[src/rtl/chunked_borrow_subtractor.sv]
// rtl/chunked_borrow_subtractor.sv - multi-cycle A - B - Bin, CHUNK bits per clock
// Operands shift right one chunk per cycle; the difference shifts in from the top.
module chunked_borrow_subtractor #(
  parameter int W     = 16,
  parameter int CHUNK = 4
) (
  input  logic         CLK_i,
  input  logic         rst_i,
  input  logic         start_i,
  input  logic [W-1:0] A_i,
  input  logic [W-1:0] B_i,
  input  logic         Bin_i,
  output logic         busy_o,
  output logic         done_o,
  output logic [W-1:0] D_o,
  output logic         Bout_o,
  output logic [W:0]   full_diff
);

  localparam int N  = W / CHUNK;
  localparam int CW = (N > 1) ? $clog2(N) : 1;
  localparam logic [CW-1:0] LAST = CW'(N - 1);

  if ((W % CHUNK) != 0) begin : g_bad_chunk
    $error("chunked_borrow_subtractor: W must be a multiple of CHUNK");
  end

  typedef enum logic {IDLE, BUSY} state_t;

  state_t          state_q, state_d;
  logic [W-1:0]    a_q, b_q, res_q;
  logic [W-1:0]    a_next, b_next, res_next;
  logic            borrow_q;
  logic [CW-1:0]   cnt_q;
  logic [W-1:0]    d_q;
  logic            bout_q;
  logic            done_q;

  logic [CHUNK-1:0] a_c, b_c, g_c, p_c, diff_c;
  logic [CHUNK:0]   bc;
  logic             last_chunk;

  // Borrow lookahead across the current (lowest) chunk of the working operands.
  always_comb begin
    a_c    = a_q[CHUNK-1:0];
    b_c    = b_q[CHUNK-1:0];
    g_c    = ~a_c & b_c;
    p_c    = ~(a_c ^ b_c);
    bc     = '0;
    diff_c = '0;
    bc[0]  = borrow_q;
    for (int j = 0; j < CHUNK; j++) begin
      bc[j+1]   = g_c[j] | (p_c[j] & bc[j]);
      diff_c[j] = a_c[j] ^ b_c[j] ^ bc[j];
    end
  end

  if (CHUNK == W) begin : g_single
    assign a_next   = '0;
    assign b_next   = '0;
    assign res_next = diff_c;
  end else begin : g_multi
    assign a_next   = {{CHUNK{1'b0}}, a_q[W-1:CHUNK]};
    assign b_next   = {{CHUNK{1'b0}}, b_q[W-1:CHUNK]};
    assign res_next = {diff_c, res_q[W-1:CHUNK]};
  end

  assign last_chunk = (cnt_q == LAST);

  always_comb begin
    state_d = state_q;
    case (state_q)
      IDLE:    if (start_i) state_d = BUSY;
      BUSY:    if (last_chunk) state_d = IDLE;
      default: state_d = IDLE;
    endcase
  end

  always_ff @(posedge CLK_i) begin
    if (rst_i) begin
      state_q <= IDLE;
    end else begin
      state_q <= state_d;
    end
  end

  always_ff @(posedge CLK_i) begin
    if (rst_i) begin
      a_q      <= '0;
      b_q      <= '0;
      res_q    <= '0;
      borrow_q <= 1'b0;
      cnt_q    <= '0;
      d_q      <= '0;
      bout_q   <= 1'b0;
      done_q   <= 1'b0;
    end else begin
      done_q <= 1'b0;
      if (state_q == IDLE) begin
        if (start_i) begin
          a_q      <= A_i;
          b_q      <= B_i;
          borrow_q <= Bin_i;
          res_q    <= '0;
          cnt_q    <= '0;
        end
      end else begin
        a_q      <= a_next;
        b_q      <= b_next;
        res_q    <= res_next;
        borrow_q <= bc[CHUNK];
        cnt_q    <= cnt_q + 1'b1;
        // Outputs only move on the completion edge so they hold through BUSY.
        if (last_chunk) begin
          d_q    <= res_next;
          bout_q <= bc[CHUNK];
          done_q <= 1'b1;
          cnt_q  <= '0;
        end
      end
    end
  end

  assign busy_o    = (state_q == BUSY);
  assign done_o    = done_q;
  assign D_o       = d_q;
  assign Bout_o    = bout_q;
  assign full_diff = {bout_q, d_q};

endmodule

[config.mk]
export PLATFORM = sky130hd
export DESIGN_NAME = chunked_borrow_subtractor
export DESIGN_NICKNAME = d
export VERILOG_FILES = /design/src/rtl/chunked_borrow_subtractor.sv
export SDC_FILE = /design/constraint.sdc
export NUM_CORES = 1
export LEC_CHECK = 0
export CAP_MARGIN = 20
export CORE_ASPECT_RATIO = 1.5
export CORE_MARGIN = 3
export CORE_UTILIZATION = 50
export DETAILED_ROUTE_END_ITERATION = 16
export GPL_ROUTABILITY_DRIVEN = 0
export HOLD_SLACK_MARGIN = 0.15
export PLACE_DENSITY = 0.8
export SLEW_MARGIN = 20
export SYNTH_ARGS = -nofsm -noshare
export SYNTH_HDL_FRONTEND = slang
export SYNTH_SLANG_ARGS = --single-unit
[constraint.sdc]
create_clock -name CLK_i -period 2.97 [get_ports CLK_i]
set_input_delay 0.4455 -clock CLK_i [delete_from_list [all_inputs] [get_ports CLK_i]]
set_output_delay 0.4455 -clock CLK_i [all_outputs]
set_load 0.05 [all_outputs]
==> run_results.csv, run 1 <==
group,metric,value,unit
critical_path,rr_endpoint,"D_o[15]",
die,die_y,102,um
status,outcome,"finished clean",
detailed_routing,drc,0,
worst_hold_path,holdPathStages,2,
critical_path,ff2ff_path_depth,10,
detailed_routing,avgRoutedWirePerCell,14.1,um
die,initial_core_util,0.521,
yosys,synth_nets,349,
timing,max_freq,457,MHz
worst_hold_path,hp-class,"reg2reg",
power,p_sw,0.485,mW
yosys,syn_inst,308,
timing,tightestPinTransition,0.757,ns
clock_network,clk_pin_slew,0.07,ns
yosys,postSynth.asyncResetShare,0,
yosys,avgSynthCellArea,9.94,um2
yosys,ys_warn_count,0,
critical_path,cp.required,3.19,ns
power,pwr-share-clk,0.408,
power,power_leakage,1.44,nW
clock_network,clk-insertion-delay-late,0.35,ns
cells_and_area,multi_input_area,0.00142,mm2
die,die_w,69.9,um
global_route,antenna_found_initial,0,
timing,post-route-period-util,0.737,
flow_run,cap_viol_max_count,0,
cells_and_area,layout-drive-gt1-share,0.0980,
placed_design,hpwl,4020,um
yosys,synth_area,0.00306,mm2
placed_design,io_buffers,71,
global_route,grt_max_degree,89,
clock_network,clock_sinks,66,
critical_path,setup.worst_path.start_class,"flop",
detailed_routing,detail-route-antenna-nets,0,
critical_path,critPathArrivalTime,2.41,ns
worst_hold_path,whs_endpoint,"D_o[2]",
worst_hold_path,hold_start,"res_q[6]",
critical_path,cp_max_fo,2,
critical_path,r2r-start,"a_q[0]",
cells_and_area,areaGrowthSynthToFinish,24.9,%
cells_and_area,regArea,0.00132,mm2
power,peakVddDrop,0.000401,V
yosys,synth-compound-area-share,0.175,
power,p_comb_frac,0.120,
yosys,synth_top_family_by_area,"compound AO/OA/AOI/OAI gates",
critical_path,critPathKind,"reg2reg",
cells_and_area,fillCellCount,492,
yosys,synthAdderAreaFrac,0.0303,
timing,slew_headroom,0.496,
global_route,grt_pass1_vias,2112,
power,swShare,0.238,
clock_network,cts_max_path_buffers,2,
detailed_routing,routed_wl,6030,um
yosys,synth-seq-cells,66,
yosys,ys_types,27,
yosys,ys_seq_area_frac,0.432,
detailed_routing,via_count,2289,
power,pwr_density_cell,532,mW/mm2
die,die-area,0.00712,mm2
clock_network,cts_tree,"built",
power,p_int,1.55,mW
timing,setup_viol_count_final,0,
die,core-area,0.00587,mm2
yosys,synth_ff_type,"dfxtp_1",
timing,timing.hold.ws,0.469,ns
cells_and_area,final_nets,393,
global_route,track_usage,0.176,
clock_network,ctsResizeCount,0,
clock_network,cts_buffers,9,
global_route,grt_pass1_wl,9880,um
timing,rsz0062_at_grt,"false",
critical_path,r2r_slack,0.78,ns
timing,setup_tns,0,ns
die,ioPinCount,72,
die,fp-row-count,34,
cells_and_area,diodes,0,
clock_network,post_cts_buffers,0,
clock_network,root_buffer,"clkbuf_8",
yosys,synth_enable_flop_cells,0,
clock_network,htreeDepth,3,
power,p_seq_frac,0.472,
timing,finalHoldViolCount,0,
detailed_routing,first_pass_iters,4,
timing,fin_skew,0.00791,ns
cells_and_area,final_util,0.651,
detailed_routing,drtIter0Drc,149,
clock_network,hold_buffers,0,
yosys,synth-xor-area-share,0,
global_route,grt-ovfl-total,0,
timing,fin_crit,2.19,ns
yosys,synthSimpleGateAreaFrac,0.151,
yosys,muxShareOfSynthArea,0.108,
timing,drv_slew,0,
critical_path,cp-end-kind,"flop",
detailed_routing,viasPerCell,5.34,
==> worst max-delay path by stage <==
| stage | from | end | cells after the start | slack, ns |
|---|---|---|---|---|
| after detailed placement | a_q[0] | D_o[15] | 10 | 0.78 |
| after CTS | a_q[0] | D_o[15] | 10 | 0.78 |
| after floorplan | a_q[0] | D_o[15] | 10 | 0.88 |
| after global routing | a_q[0] | D_o[15] | 10 | 0.64 |
| final | a_q[0] | D_o[15] | 10 | 0.78 |
| after global placement | a_q[0] | D_o[15] | 10 | 0.81 |
==> flip-flops by register name, summed over array words and instances, names as in the netlist <==
signal / cells
Bout_o: 1
cnt_q: 2
b_q: 16
res_q: 12
D_o: 16
busy_o: 1
a_q: 16
borrow_q: 1
done_o: 1
==> power by group through the flow <==
stage | Clock, mW | Combinational (mW) | Sequential [mW]
5_1_grt | 0.876 | 0.276 | 0.964
6_report | 0.830 | 0.244 | 0.959
2_1_floorplan | 0 | 0.174 | 0.975
4_1_cts | 0.843 | 0.247 | 0.959
3_3_place_gp | 0 | 0.242 | 0.976
3_5_place_dp | 0 | 0.246 | 0.979
==> cell usage in the layout, fill, tap and decap left out, drive strengths merged, types with 11 or more instances in the layout <==
cell / Yosys / layout
nor2b: 25 / 25
clkbuf: 10 / 12
mux2i: 33 / 33
a21oi: 32 / 32
dfxtp: 66 / 66
nand3: 14 / 14
or3b: 14 / 14
nand2: 11 / 11
a21bo: 14 / 14
clkdlybuf4s50: 0 / 69
a211oi: 27 / 27
==> per-layer routing <==
| metal | track usage | wire length (um) | part of all wire | up-vias |
|---|---|---|---|---|
| met4 | 0.0841 | 120 | 0.020 | 0 |
| met1 | 0.206 | 2520 | 0.42 | 1069 |
| li1 | - | - | - | 1141 |
| met3 | 0.0453 | 314 | 0.052 | 11 |
| met5 | 0 | 0 | 0 | - |
| met2 | 0.302 | 3080 | 0.51 | 68 |
==> stage by stage <==
| step | setup slack (ns) | area, um2 | cells | power [mW] |
|---|---|---|---|---|
| floorplan | 0.878 | 3060 | 308 | 1.15 |
| global placement | 0.811 | 3600 | 413 | 1.22 |
| detailed placement | 0.783 | 3600 | 413 | 1.22 |
| CTS | 0.780 | 3820 | 429 | 2.05 |
| global route | 0.636 | 3820 | 429 | 2.12 |
| finish | 0.780 | 3820 | 429 | 2.03 |
==> final cells by class <==
cell class                      instances  share of cell area
Multi-Input combinational cell        191               0.372
Sequential cell                        66               0.346
Clock buffer                           12              0.0380
Inverter                                8             0.00786
Timing Repair Buffer                   76               0.193
Tap cell                               72              0.0236
Clock inverter                          4              0.0196
==> worst max-delay path, cell delays in order (launching register included) <==
cell,delay (ns)
dfxtp_1,0.33
inv_1,0.06
fa_1,0.41
inv_1,0.07
fa_1,0.15
inv_1,0.05
fa_1,0.35
inv_1,0.08
fa_1,0.42
nand3_1,0.08
a21oi_1,0.07
==> synth_stat cells, drive strengths merged, types with 4 or more instances <==
cell type  instances  share of area
clkbuf            10          0.012
nor2               9          0.011
nand2             11          0.013
buf               33          0.082
nor2b             25          0.051
inv                8         0.0098
a211oi            27          0.071
mux2i             33           0.11
a21oi             32          0.056
or3b              14          0.040
dfxtp             66           0.43
nand3             14          0.023
fa                 4          0.026
a21bo             14          0.046
==> cells by family after synthesis <==
family	after synthesis
AND/OR/NAND/NOR	79
adder cells (fa/ha/maj)	5
buffers and inverters	51
multiplexers	33
AO/OA/AOI/OAI	74
flip-flops	66
No activity file was read; power rests on OpenSTA's default activity.
==> run 2, diff against run 1 <==
--- a/config.mk
+++ b/config.mk
@@ -8,11 +8,11 @@
 export CAP_MARGIN = 20
 export CORE_ASPECT_RATIO = 1.5
 export CORE_MARGIN = 3
-export CORE_UTILIZATION = 50
+export CORE_UTILIZATION = 45
 export DETAILED_ROUTE_END_ITERATION = 16
 export GPL_ROUTABILITY_DRIVEN = 0
 export HOLD_SLACK_MARGIN = 0.15
-export PLACE_DENSITY = 0.8
+export PLACE_DENSITY = 0.76
 export SLEW_MARGIN = 20
 export SYNTH_ARGS = -nofsm -noshare
 export SYNTH_HDL_FRONTEND = slang
==> constraint.sdc (replaced) <==
create_clock -name CLK_i -period 1.8 [get_ports CLK_i]
set_input_delay 0.27 -clock CLK_i [delete_from_list [all_inputs] [get_ports CLK_i]]
set_output_delay 0.27 -clock CLK_i [all_outputs]
set_load 0.05 [all_outputs]
==> run 2 against run 1 <==
Compared with the run above:
- the flow now finishes with violations (negative setup slack)
- routed wire length increased by 7.7%
- critical path depth decreased by 1
- fmax increased by 4.6%
- power increased by 77%
- combinational power increased by 82%
- die area increased by 10%
- worst setup slack got worse by 1.1 ns
- non-clock buffer count increased by 7
- first-iteration DRC count increased by 27%
- critical path type unchanged
- critical endpoint is now res_q[15]
- largest power group unchanged
==> run_results.csv, run 2 (synthesized netlist as in run 1, its figures left out) <==
group,metric,value,unit
detailed_routing,drtIter0Drc,189,
detailed_routing,routed_wl,6490,um
power,peakVddDrop,0.000583,V
power,p_seq_frac,0.443,
global_route,grt_pass1_wl,10700,um
placed_design,place_worst_setup_slack,-0.282,ns
detailed_routing,via_count,2311,
clock_network,hold_buffers,0,
placed_design,hpwl,4400,um
timing,finalHoldViolCount,0,
critical_path,critPathArrivalTime,2.34,ns
cells_and_area,final_util,0.616,
critical_path,setup.worst_path.start_class,"flop",
placed_design,dpl_cell_area,0.00371,mm2
clock_network,clk_pin_slew,0.07,ns
critical_path,slowest_stage,"fa_2",
detailed_routing,dr_wl_met2,3350,um
detailed_routing,drc,0,
power,pwr-share-clk,0.434,
clock_network,clock_sinks,66,
clock_network,root_buffer,"clkbuf_8",
power,p_int,2.77,mW
timing,slew_headroom,0.603,
cells_and_area,layout_common_cells,"dfxtp_1, mux2i_1, clkdlybuf4s50_1, a21oi_1, nor2b_1",
clock_network,cts_buffers,9,
global_route,antenna_found_initial,0,
detailed_routing,first_pass_iters,4,
critical_path,cp-end-kind,"flop",
timing,post-route-period-util,1.16,
critical_path,crit_buf_inv,3,
die,die-area,0.00785,mm2
detailed_routing,drt-met1-wl,2650,um
critical_path,cp.required,2.05,ns
critical_path,crit_family,"adder cells",
cells_and_area,final_nets,400,
placed_design,dpl.cell_count,424,
detailed_routing,avgRoutedWirePerCell,14.8,um
clock_network,clk-insertion-delay-late,0.36,ns
timing,fin_skew,0.00850,ns
clock_network,htreeDepth,3,
critical_path,crit_path_cell_trace,"fa_2, inv_2, fa_2, inv_2, fa_2, inv_2, fa_2, nand2_1, a21oi_1",
detailed_routing,detail-route-antenna-nets,0,
power,power.total,3.60,mW
die,initial_core_util,0.469,
die,die_w,73.3,um
timing,fin_crit,2.09,ns
detailed_routing,routed.top_layer,"met4",
power,p_sw,0.832,mW
placed_design,io_buffers,71,
critical_path,cpMostUsedCell,"fa_2",
flow_run,cap_viol_max_count,0,
global_route,grt_max_degree,30,
timing,setup_viol_count_final,3,
power,power_leakage,1.95,nW
cells_and_area,areaGrowthSynthToFinish,31.4,%
die,die_y,107,um
timing,drv_slew,0,
die,core-area,0.00653,mm2
timing,rsz0062_at_grt,"true",
clock_network,post_cts_buffers,0,
timing,tightestPinTransition,0.596,ns
critical_path,critical-path-max-stage-delay,0.45,ns
cells_and_area,final_common_cell,"dfxtp_1",
cells_and_area,instances_no_fill,440,
critical_path,cp_max_fo,2,
critical_path,r2r_slack,-0.29,ns
detailed_routing,wl_met3,366,um
die,fp-row-count,36,
clock_network,cts_max_path_buffers,2,
detailed_routing,viasPerCell,5.25,
global_route,grt_pass1_vias,2312,
cells_and_area,diodes,0,
status,outcome,"complete, but fails checks",
power,pwr_density_cell,896,mW/mm2
cells_and_area,layout-drive-gt1-share,0.176,
die,ioPinCount,72,
clock_network,cts_tree,"built",
timing,setup_ws,-0.295,ns
timing,max_freq,477,MHz
global_route,grt-ovfl-total,0,
status,violations,"negative setup slack",
global_route,track_usage,0.176,
critical_path,critPathKind,"reg2reg",
cells_and_area,post-route-cell-area,0.00402,mm2
power,p_comb_frac,0.124,
power,swShare,0.231,
worst_hold_path,hp-class,"in2reg",
## run 2: changes by cell type in the layout (fill, tap and decap cells not counted), moves of 5 or more
cell,delta
clkdlybuf4s50_1,-36
dlymetal6s2s_1,+21
dlygate4sd2_1,+7
buf_12,+5
buf_4,+10
## run 2: worst register-to-register path: cells and delay by family (launching register included)
family / cells / cell delay, ns
adder cells (fa/ha/maj): 4 / 1.34
flip-flops: 1 / 0.33
buffers and inverters: 3 / 0.17
AND/OR/NAND/NOR: 1 / 0.08
AO/OA/AOI/OAI: 1 / 0.07
## run 2: worst paths after layout
path | cells past startpoint | from | to
min reg2reg | 2 | res_q[6] | D_o[2]
max | 9 | borrow_q | res_q[15]
max reg2reg | 9 | borrow_q | res_q[15]
min | 2 | rst_i | done_o
## run 2: timing repair
action / 4_1_cts / 5_1_grt
resized for setup: 9 / 26
setup endpoints to repair: 14 / 26
pin swaps: 3 / 2
## run 2: final cells by class
class / instances / area, um2
Fill cell: 569 / 2510
Inverter: 8 / 30.0
Clock buffer: 12 / 155
Timing Repair Buffer: 83 / 877
Tap cell: 76 / 95.1
Multi-Input combinational cell: 191 / 1440
Sequential cell: 66 / 1330
Clock inverter: 4 / 97.6
## run 2: power by group through the flow
stage	logic, mW	registers (mW)	clock network [mW]
global placement	0.431	1.62	0
detailed placement	0.440	1.63	0
global route	0.495	1.60	1.65
floorplan	0.294	1.61	0
finish	0.445	1.60	1.56
CTS	0.445	1.59	1.58
## run 2: per-stage QoR
stage               hold slack (ns)  setup TNS (ns)
floorplan                     0.417          -0.523
finish                        0.375          -0.687
global route                  0.409           -1.08
global placement              0.450          -0.650
detailed placement            0.466          -0.815
CTS                           0.373          -0.756
## run 2: metal layers
metal  vias up  global-route usage
met5         -                   0
met4         0              0.0816
met3        10              0.0516
met2        57               0.292
met1      1093               0.204
li1       1151                   -
==> run 3, diff against run 2 <==
--- a/config.mk
+++ b/config.mk
@@ -8,11 +8,12 @@
 export CAP_MARGIN = 20
 export CORE_ASPECT_RATIO = 1.5
 export CORE_MARGIN = 3
-export CORE_UTILIZATION = 45
+export CORE_UTILIZATION = 53
 export DETAILED_ROUTE_END_ITERATION = 16
 export GPL_ROUTABILITY_DRIVEN = 0
 export HOLD_SLACK_MARGIN = 0.15
-export PLACE_DENSITY = 0.76
+export PLACE_DENSITY = 0.84
+export SETUP_SLACK_MARGIN = 0.3
 export SLEW_MARGIN = 20
 export SYNTH_ARGS = -nofsm -noshare
 export SYNTH_HDL_FRONTEND = slang
==> constraint.sdc (replaced) <==
create_clock -name CLK_i -period 2.5 [get_ports CLK_i]
set_input_delay 0.375 -clock CLK_i [delete_from_list [all_inputs] [get_ports CLK_i]]
set_output_delay 0.375 -clock CLK_i [all_outputs]
set_load 0.05 [all_outputs]
==> run 3 against run 2 <==
Compared with the run above:
- the flow now finishes without violations
- non-clock buffer count shrank 5
- clock-buffer cell count shrank 1
- clock skew shrank 0.0028 ns
- critical endpoint is now D_o[15]
- largest power group unchanged
==> run_results.csv, run 3 (synthesized netlist as in run 1, its figures left out) <==
group,metric,value,unit
status,outcome,"finished clean",
clock_network,htreeDepth,3,
critical_path,r2r_slack,0.39,ns
critical_path,crit_buf_inv,4,
global_route,grt.met1_usage,0.234,
timing,fin_crit,2.11,ns
clock_network,clk_pin_slew,0.07,ns
timing,rsz0062_at_grt,"true",
cells_and_area,final_util,0.701,
critical_path,critPathKind,"reg2reg",
critical_path,cp.required,2.73,ns
detailed_routing,first_pass_iters,4,
critical_path,cpMostUsedCell,"fa_2",
global_route,grt-busiest-layer,"met2",
global_route,grt_max_degree,57,
worst_hold_path,holdPathStages,2,
placed_design,hpwl,4160,um
clock_network,cts_max_path_buffers,2,
die,ioPinCount,72,
flow_run,cap_viol_max_count,0,
global_route,antenna_found_initial,0,
worst_hold_path,whs_endpoint,"D_o[3]",
cells_and_area,areaGrowthSynthToFinish,26.7,%
power,power_leakage,1.47,nW
critical_path,r2r-start,"a_q[0]",
critical_path,cp-end-kind,"flop",
timing,setup_tns,0,ns
critical_path,crit_family,"adder cells",
cells_and_area,layout_common_cells,"clkdlybuf4s50_1, dfxtp_1, mux2i_1, a21oi_1, nor2b_1",
cells_and_area,diodes,0,
timing,slew_headroom,0.564,
cells_and_area,final_common_cell,"clkdlybuf4s50_1",
global_route,grt_pass1_wl,10400,um
die,die-area,0.00674,mm2
die,die_w,68.0,um
placed_design,io_buffers,71,
detailed_routing,via_count,2276,
die,die_y,99.1,um
worst_hold_path,hp-class,"reg2reg",
placed_design,place_worst_setup_slack,0.319,ns
critical_path,cp_max_fo,2,
timing,max_freq,474,MHz
timing,tightestPinTransition,0.653,ns
cells_and_area,final_nets,395,
die,core-area,0.00553,mm2
global_route,met2_usage,0.340,
clock_network,hold_buffers,0,
detailed_routing,detail-route-antenna-nets,0,
global_route,track_usage,0.203,
timing,post-route-period-util,0.844,
critical_path,critical-path-max-stage-delay,0.42,ns
cells_and_area,instances_no_fill,429,
critical_path,critPathArrivalTime,2.34,ns
detailed_routing,drc,0,
critical_path,rr_endpoint,"D_o[15]",
timing,drv_slew,0,
cells_and_area,layout-drive-gt1-share,0.128,
worst_hold_path,hold_start,"res_q[7]",
clock_network,post_cts_buffers,0,
critical_path,crit_cells,10,
critical_path,ff2ff_path_depth,10,
critical_path,slowest_stage,"fa_1",
clock_network,clock_sinks,66,
timing,fin_skew,0.00573,ns
global_route,grt_pass1_vias,2279,
die,initial_core_util,0.553,
clock_network,cts_tree,"built",
timing,setup_ws,0.391,ns
critical_path,setup.worst_path.start_class,"flop",
die,fp-row-count,33,
placed_design,dpl.cell_count,413,
global_route,grt-ovfl-total,0,
detailed_routing,viasPerCell,5.31,
timing,timing.hold.ws,0.469,ns
detailed_routing,routed_wl,6120,um
global_route,grt.met3_usage,0.0490,
clock_network,cts_buffers,9,
clock_network,root_buffer,"clkbuf_8",
timing,setup_viol_count_final,0,
power,peakVddDrop,0.000534,V
clock_network,clk-insertion-delay-late,0.35,ns
timing,finalHoldViolCount,0,
critical_path,crit_path_cell_trace,"inv_1, fa_2, inv_2, fa_2, inv_1, fa_2, inv_2, fa_1, nand3_1, a21oi_1",
power,pwr_density_cell,660,mW/mm2
detailed_routing,avgRoutedWirePerCell,14.3,um
detailed_routing,drtIter0Drc,199,
[run 3: worst max path at each step]
stage                     startpoint      end  slack (ns)
after global placement        a_q[0]  D_o[15]        0.38
final                         a_q[0]  D_o[15]        0.39
after global routing          a_q[0]  D_o[15]        0.27
after CTS                     a_q[0]  D_o[15]        0.30
after detailed placement      a_q[0]  D_o[15]        0.32
after floorplan               a_q[0]  D_o[15]        0.41
[run 3: report_power, final]
| part | internal [mW] | switching (mW) | leakage (nW) |
|---|---|---|---|
| combinational | 0.152 | 0.152 | 0.802 |
| clock | 0.713 | 0.404 | 0.129 |
| sequential | 1.11 | 0.0329 | 0.540 |
| total | 1.97 | 0.589 | 1.47 |
[run 3: area by class of cell]
type | count | area [um2]
timing repair buffer | 78 | 753
multi-input combinational | 191 | 1430
tap | 70 | 87.6
clock buffer | 11 | 151
clock inverter | 5 | 100
inverter | 8 | 30.0
fill | 446 | 1650
sequential | 66 | 1320
[run 3: worst min-delay path: cells and delay by family (launching register included)]
kind | cells | cell delay (ns)
flops | 1 | 0.31
simple gates | 1 | 0.06
compound gates | 1 | 0.05
[run 3: metrics by stage]
| step | instance area, um2 | total power, mW |
|---|---|---|
| after CTS | 3870 | 2.56 |
| after floorplan | 3060 | 1.36 |
| after global placement | 3610 | 1.45 |
| after global routing | 3880 | 2.66 |
| final | 3880 | 2.56 |
| after detailed placement | 3610 | 1.46 |
[run 3: repair_timing]
item	CTS	global route
setup endpoints to repair	0	3
gates resized for setup	0	7
endpoints found under the hold margin	0	0
[run 3: routing by layer]
metal  wire (um)  share of wire
met5           0              0
met1        2500           0.41
met3         267          0.044
met2        3210           0.52
met4         146          0.024
